File: config.mk
export PLATFORM = sky130hd
export DESIGN_NAME = sa_operand_feeder
export DESIGN_NICKNAME = d
export VERILOG_FILES = /design/src/rtl/sa_operand_feeder.sv
export SDC_FILE = /design/constraint.sdc
export NUM_CORES = 1
export LEC_CHECK = 0
export ABC_AREA = 1
export CORE_MARGIN = 2
export CORE_UTILIZATION = 30
export CTS_BUF_LIST = sky130_fd_sc_hd__clkbuf_16
export DETAILED_ROUTE_END_ITERATION = 8
export DONT_BUFFER_PORTS = 1
export PLACE_DENSITY = 0.48
export SYNTH_ARGS = -nofsm -noshare
export SYNTH_HDL_FRONTEND = slang
export SYNTH_SLANG_ARGS = --single-unit
File: constraint.sdc
create_clock -name clk -period 1.96 [get_ports clk]
set_clock_uncertainty 0.05 [all_clocks]
set_input_delay 0.392 -clock clk [delete_from_list [all_inputs] [get_ports clk]]
set_output_delay 0.392 -clock clk [all_outputs]
set_load 0.01 [all_outputs]
File: src/rtl/sa_operand_feeder.sv
// rtl/sa_operand_feeder.sv - systolic-array operand feeder: skews A/B beats onto the array edges
module sa_operand_feeder #(
  parameter int N     = 4,
  parameter int A_W   = 8,
  parameter int B_W   = 8,
  parameter int K_MAX = 256,
  parameter int KW    = $clog2(K_MAX + 1)
) (
  input  logic               clk,
  input  logic               rst,
  input  logic               start,
  input  logic [KW-1:0]      k_len,
  output logic               busy,
  output logic               done,
  input  logic               in_valid,
  output logic               in_ready,
  input  logic [N*A_W-1:0]   a_vec,
  input  logic [N*B_W-1:0]   b_vec,
  output logic [N*A_W-1:0]   a_edge,
  output logic [N*B_W-1:0]   b_edge,
  output logic               clr_out
);

  localparam int DW = (2 * N > 1) ? $clog2(2 * N) : 1;
  // Last beat needs 2N-1 further cycles to reach and update PE(N-1,N-1).
  localparam logic [DW-1:0] DRAIN_LOAD = DW'(2 * N - 2);

  typedef enum logic [1:0] {
    S_IDLE,
    S_CLEAR,
    S_STREAM,
    S_DRAIN
  } state_t;

  state_t          state_q, state_d;
  logic [KW-1:0]   k_q, k_d;
  logic [KW-1:0]   beat_cnt_q, beat_cnt_d;
  logic [DW-1:0]   drain_cnt_q, drain_cnt_d;
  logic            done_q, done_d;
  logic            take;

  always_comb begin
    state_d     = state_q;
    k_d         = k_q;
    beat_cnt_d  = beat_cnt_q;
    drain_cnt_d = drain_cnt_q;
    done_d      = 1'b0;
    take        = 1'b0;
    case (state_q)
      S_IDLE: begin
        if (start) begin
          k_d        = k_len;
          beat_cnt_d = '0;
          state_d    = S_CLEAR;
        end
      end
      S_CLEAR: begin
        if (k_q == '0) begin
          drain_cnt_d = '0;
          state_d     = S_DRAIN;
        end else begin
          state_d = S_STREAM;
        end
      end
      S_STREAM: begin
        if (in_valid) begin
          take       = 1'b1;
          beat_cnt_d = beat_cnt_q + 1'b1;
          if (beat_cnt_d == k_q) begin
            drain_cnt_d = DRAIN_LOAD;
            state_d     = S_DRAIN;
          end
        end
      end
      S_DRAIN: begin
        if (drain_cnt_q == '0) begin
          done_d  = 1'b1;
          state_d = S_IDLE;
        end else begin
          drain_cnt_d = drain_cnt_q - 1'b1;
        end
      end
      default: state_d = S_IDLE;
    endcase
  end

  always_ff @(posedge clk) begin
    if (!rst) begin
      state_q     <= S_IDLE;
      k_q         <= '0;
      beat_cnt_q  <= '0;
      drain_cnt_q <= '0;
      done_q      <= 1'b0;
    end else begin
      state_q     <= state_d;
      k_q         <= k_d;
      beat_cnt_q  <= beat_cnt_d;
      drain_cnt_q <= drain_cnt_d;
      done_q      <= done_d;
    end
  end

  assign busy     = (state_q != S_IDLE);
  assign in_ready = (state_q == S_STREAM);
  assign clr_out  = (state_q == S_CLEAR);
  assign done     = done_q;

  // Lane g gets 1+g register stages; non-accept cycles inject zero bubbles.
  for (genvar g = 0; g < N; g++) begin : g_a_lane
    logic [A_W-1:0] dl_q [0:g];
    logic [A_W-1:0] dl_d [0:g];

    always_comb begin
      dl_d[0] = take ? a_vec[g*A_W +: A_W] : '0;
      for (int s = 1; s <= g; s++) dl_d[s] = dl_q[s-1];
    end

    always_ff @(posedge clk) begin
      if (!rst) begin
        for (int s = 0; s <= g; s++) dl_q[s] <= '0;
      end else begin
        for (int s = 0; s <= g; s++) dl_q[s] <= dl_d[s];
      end
    end

    assign a_edge[g*A_W +: A_W] = dl_q[g];
  end

  for (genvar g = 0; g < N; g++) begin : g_b_lane
    logic [B_W-1:0] dl_q [0:g];
    logic [B_W-1:0] dl_d [0:g];

    always_comb begin
      dl_d[0] = take ? b_vec[g*B_W +: B_W] : '0;
      for (int s = 1; s <= g; s++) dl_d[s] = dl_q[s-1];
    end

    always_ff @(posedge clk) begin
      if (!rst) begin
        for (int s = 0; s <= g; s++) dl_q[s] <= '0;
      end else begin
        for (int s = 0; s <= g; s++) dl_q[s] <= dl_d[s];
      end
    end

    assign b_edge[g*B_W +: B_W] = dl_q[g];
  end

endmodule

==> flow_summary.toml <==
[clock_tree]
cts.clk_slew.worst_paths_ps = 80
postCtsSetupBuffers = 0
htreeDepth = 4
numCtsBuffers = 17
cts.sinks = 184
clock_path_buffers = 2
cts_tree = "yes"
cts_root_buf = "clkbuf_16"
clock_latency_ps = 420

[global_route]
grt_pass1_vias = 3518
grt_max_degree = 114
gr-total-overflow = 0
antenna_found_initial = 3
grt_usage_pct = 11.0
grt_pass1_wl_microns = 17400

[floorplan]
core_sq_um = 19400
num_rows = 51
die_y_microns = 145
die_x_microns = 145
initial_core_util_pct = 30.6
dieArea_sq_um = 20900
ioPinCount = 145

[setup_path]
rr_worst_depth = 13
path_max_fanout = 7
cpMostUsedCell = "nand2_1"
crit_required_ps = 2230
cpMaxStageDelayCell = "dfxtp_1"
timing.rr.start = "beat_cnt_q[0]$_SDFFE_PN0P_"
rr_endpoint = "state_q[1]$_SDFFE_PN0P_"
cpPeakStageDelay_ps = 320
cp-end-kind = "register"
reg2reg_slack_ps = 170
crit_path_start_kind = "register"
worstPathCellList = "ha_1 -> nand3_2 -> clkinv_1 -> nand2_1 -> nand2_1 -> nand2_1 -> nand3_1 -> nor2_1 -> nand3_1 -> nand2_4 -> nand3_1 -> nand2_1 -> nor2_1"
crit_arrival_ps = 2060
path_class = "reg -> reg"

[logic_synthesis]
netlist.area_leader.share_pct = 62.1
synth_edf_count = 0
avgSynthCellArea_sq_um = 8.26
yosys.area.top_type = "dfxtp_1"
ys.flop_type = "dfxtp_1"
syn_nets = 803
synth_area_leaders = "dfxtp_1 62%, inv_1 12%, nand2_1 9.7%"
yosysUniqueCellTypes = 26
synth.most_common_cell = "inv_1"
synthArstFlopShare_pct = 0
yosysWarnings = 0
synth_area_sq_um = 5930
yosys-top-cells-count = "186 x inv_1, 184 x dfxtp_1, 154 x nand2_1"
netlist_instances = 718
ys_seq_area_share_pct = 62.1
synth-seq-cells = 184

[finish]
utilization_pct = 36.9
drive_above_1_share_pct = 7.44
nets = 838
fillers = 2050
syn2layout_area_growth_pct = 20.8
finalNonFillerCells = 1032
stdcell_area_sq_um = 7160

[sta]
clock.fmax_mhz = 559
rsz0062_at_grt = "false"
worstMarginPinSlew_ps = 546
hold_viol = 0
setup_slack_ps = 170
timing.final.crit_period_ps = 1790
drv_slew = 0
slew_headroom_pct = 63.5
totalNegativeSetupSlack_ps = 0
post-route-period-util_pct = 91.3
final-setup-viol-count = 0
fin_hold_ws_ps = 24.4

[power]
leakagePower_nw = 3.82
power_density_nw_per_um2 = 1190
power.total_mw = 8.51
vdd_ir_drop_max_uv = 506

[detailed_routing]
remaining_drc_errors = 0
detail_route.vias_per_cell = 3.78
vias = 3897
drt_first_pass_iters = 4
wl_per_cell_microns = 10.8
ant_nets = 0
drtIter0Drc = 157
wl_microns = 11200

[outcome]
outcome = "completed"

[worst_hold_path]
min_from = "a_vec[3]"
hold_path_class = "in -> reg"
min_path_cells = 2
min_to = "g_a_lane[0].dl_q[0][3]$_SDFF_PN0_"

[place]
place_ws_ps = 60.1
hpwlAfterDp_microns = 7170
gp_congestion = 0.766
placed_cell_area_sq_um = 6250
portBuffers = 0
dp.cells = 969

[job]
cap_violations = 0
## worst max path at each step
stage	end	cells past startpoint	slack, ps	from
global placement	beat_cnt_q[5]$_SDFFE_PN0P_	9	130	state_q[0]$_SDFFE_PN0P_
global route	state_q[1]$_SDFFE_PN0P_	12	0.8	beat_cnt_q[0]$_SDFFE_PN0P_
CTS	beat_cnt_q[4]$_SDFFE_PN0P_	9	40	state_q[0]$_SDFFE_PN0P_
detailed placement	beat_cnt_q[2]$_SDFFE_PN0P_	9	60	state_q[0]$_SDFFE_PN0P_
floorplan	beat_cnt_q[0]$_SDFFE_PN0P_	9	160	state_q[0]$_SDFFE_PN0P_
finish	state_q[1]$_SDFFE_PN0P_	13	170	beat_cnt_q[0]$_SDFFE_PN0P_
## final cells by class
class	instances	area (sq um)	area share, %
timing repair buffer	36	358	5.00
clock buffer	17	425	5.94
multi-input combinational	324	1470	20.6
sequential	184	3680	51.4
clock inverter	15	170	2.38
antenna	1	2.50	0.0349
tap	265	332	4.63
inverter	190	717	10.0
## kinds of logic (layout without fill, tap and decap cells)
family                     count (synthesis)  after routing  synth area share [%]
DFF                                      184            184                  62.1
xor gates and xnor gates                   1              1                 0.148
and+or+nand+nor                          273            273                  18.8
other                                      0              1                     0
AOI/OAI and AO/OA                         42             42                  3.92
buffers and inverters                    210            258                  13.3
adders and majority gates                  8              8                  1.69
## critical path: cells and delay by family (launching register included)
kind          cells  cell delay [ps]
flops             1              320
buf+inv           1              110
simple gates     11              970
fa+ha+maj         1              230
## layout by cell type, fill, tap and decap left out, types with 5 or more instances in the layout
cell type,count
inv_1,185
dfxtp_1,183
nand2_1,154
nor2_1,82
dlygate4sd3_1,30
a21oi_1,26
nand3_1,23
clkbuf_16,17
o21ai_0,9
ha_1,8
buf_4,5
## state kept, by name (all words and copies together) (netlist names)
name / flops
beat_cnt_q: 9
done: 1
drain_cnt_q: 3
g_a_lane.dl_q: 80
g_b_lane.dl_q: 80
k_q: 9
state_q: 2
## per-layer routing
metal | global-route usage, % | up-vias | part of all wire [%]
li1 | - | 2117 | -
met1 | 13.2 | 1652 | 44
met2 | 15.8 | 110 | 43
met3 | 6.82 | 14 | 11
met4 | 4.24 | 4 | 1.3
met5 | 0 | - | 0.21
## power by group
group,total [mW],internal (mW),leakage (nW),switching (mW)
Sequential,4.09,3.96,1.49,0.124
Combinational,1.07,0.409,2.05,0.657
Clock,3.36,1.72,0.286,1.64
## what timing repair did
action                     4_1_cts  5_1_grt
hold buffers                    26        4
setup endpoints to repair        0        9
resized for setup                0        6
hold endpoints to repair        26        4
Power figures use the tool's default switching activity.
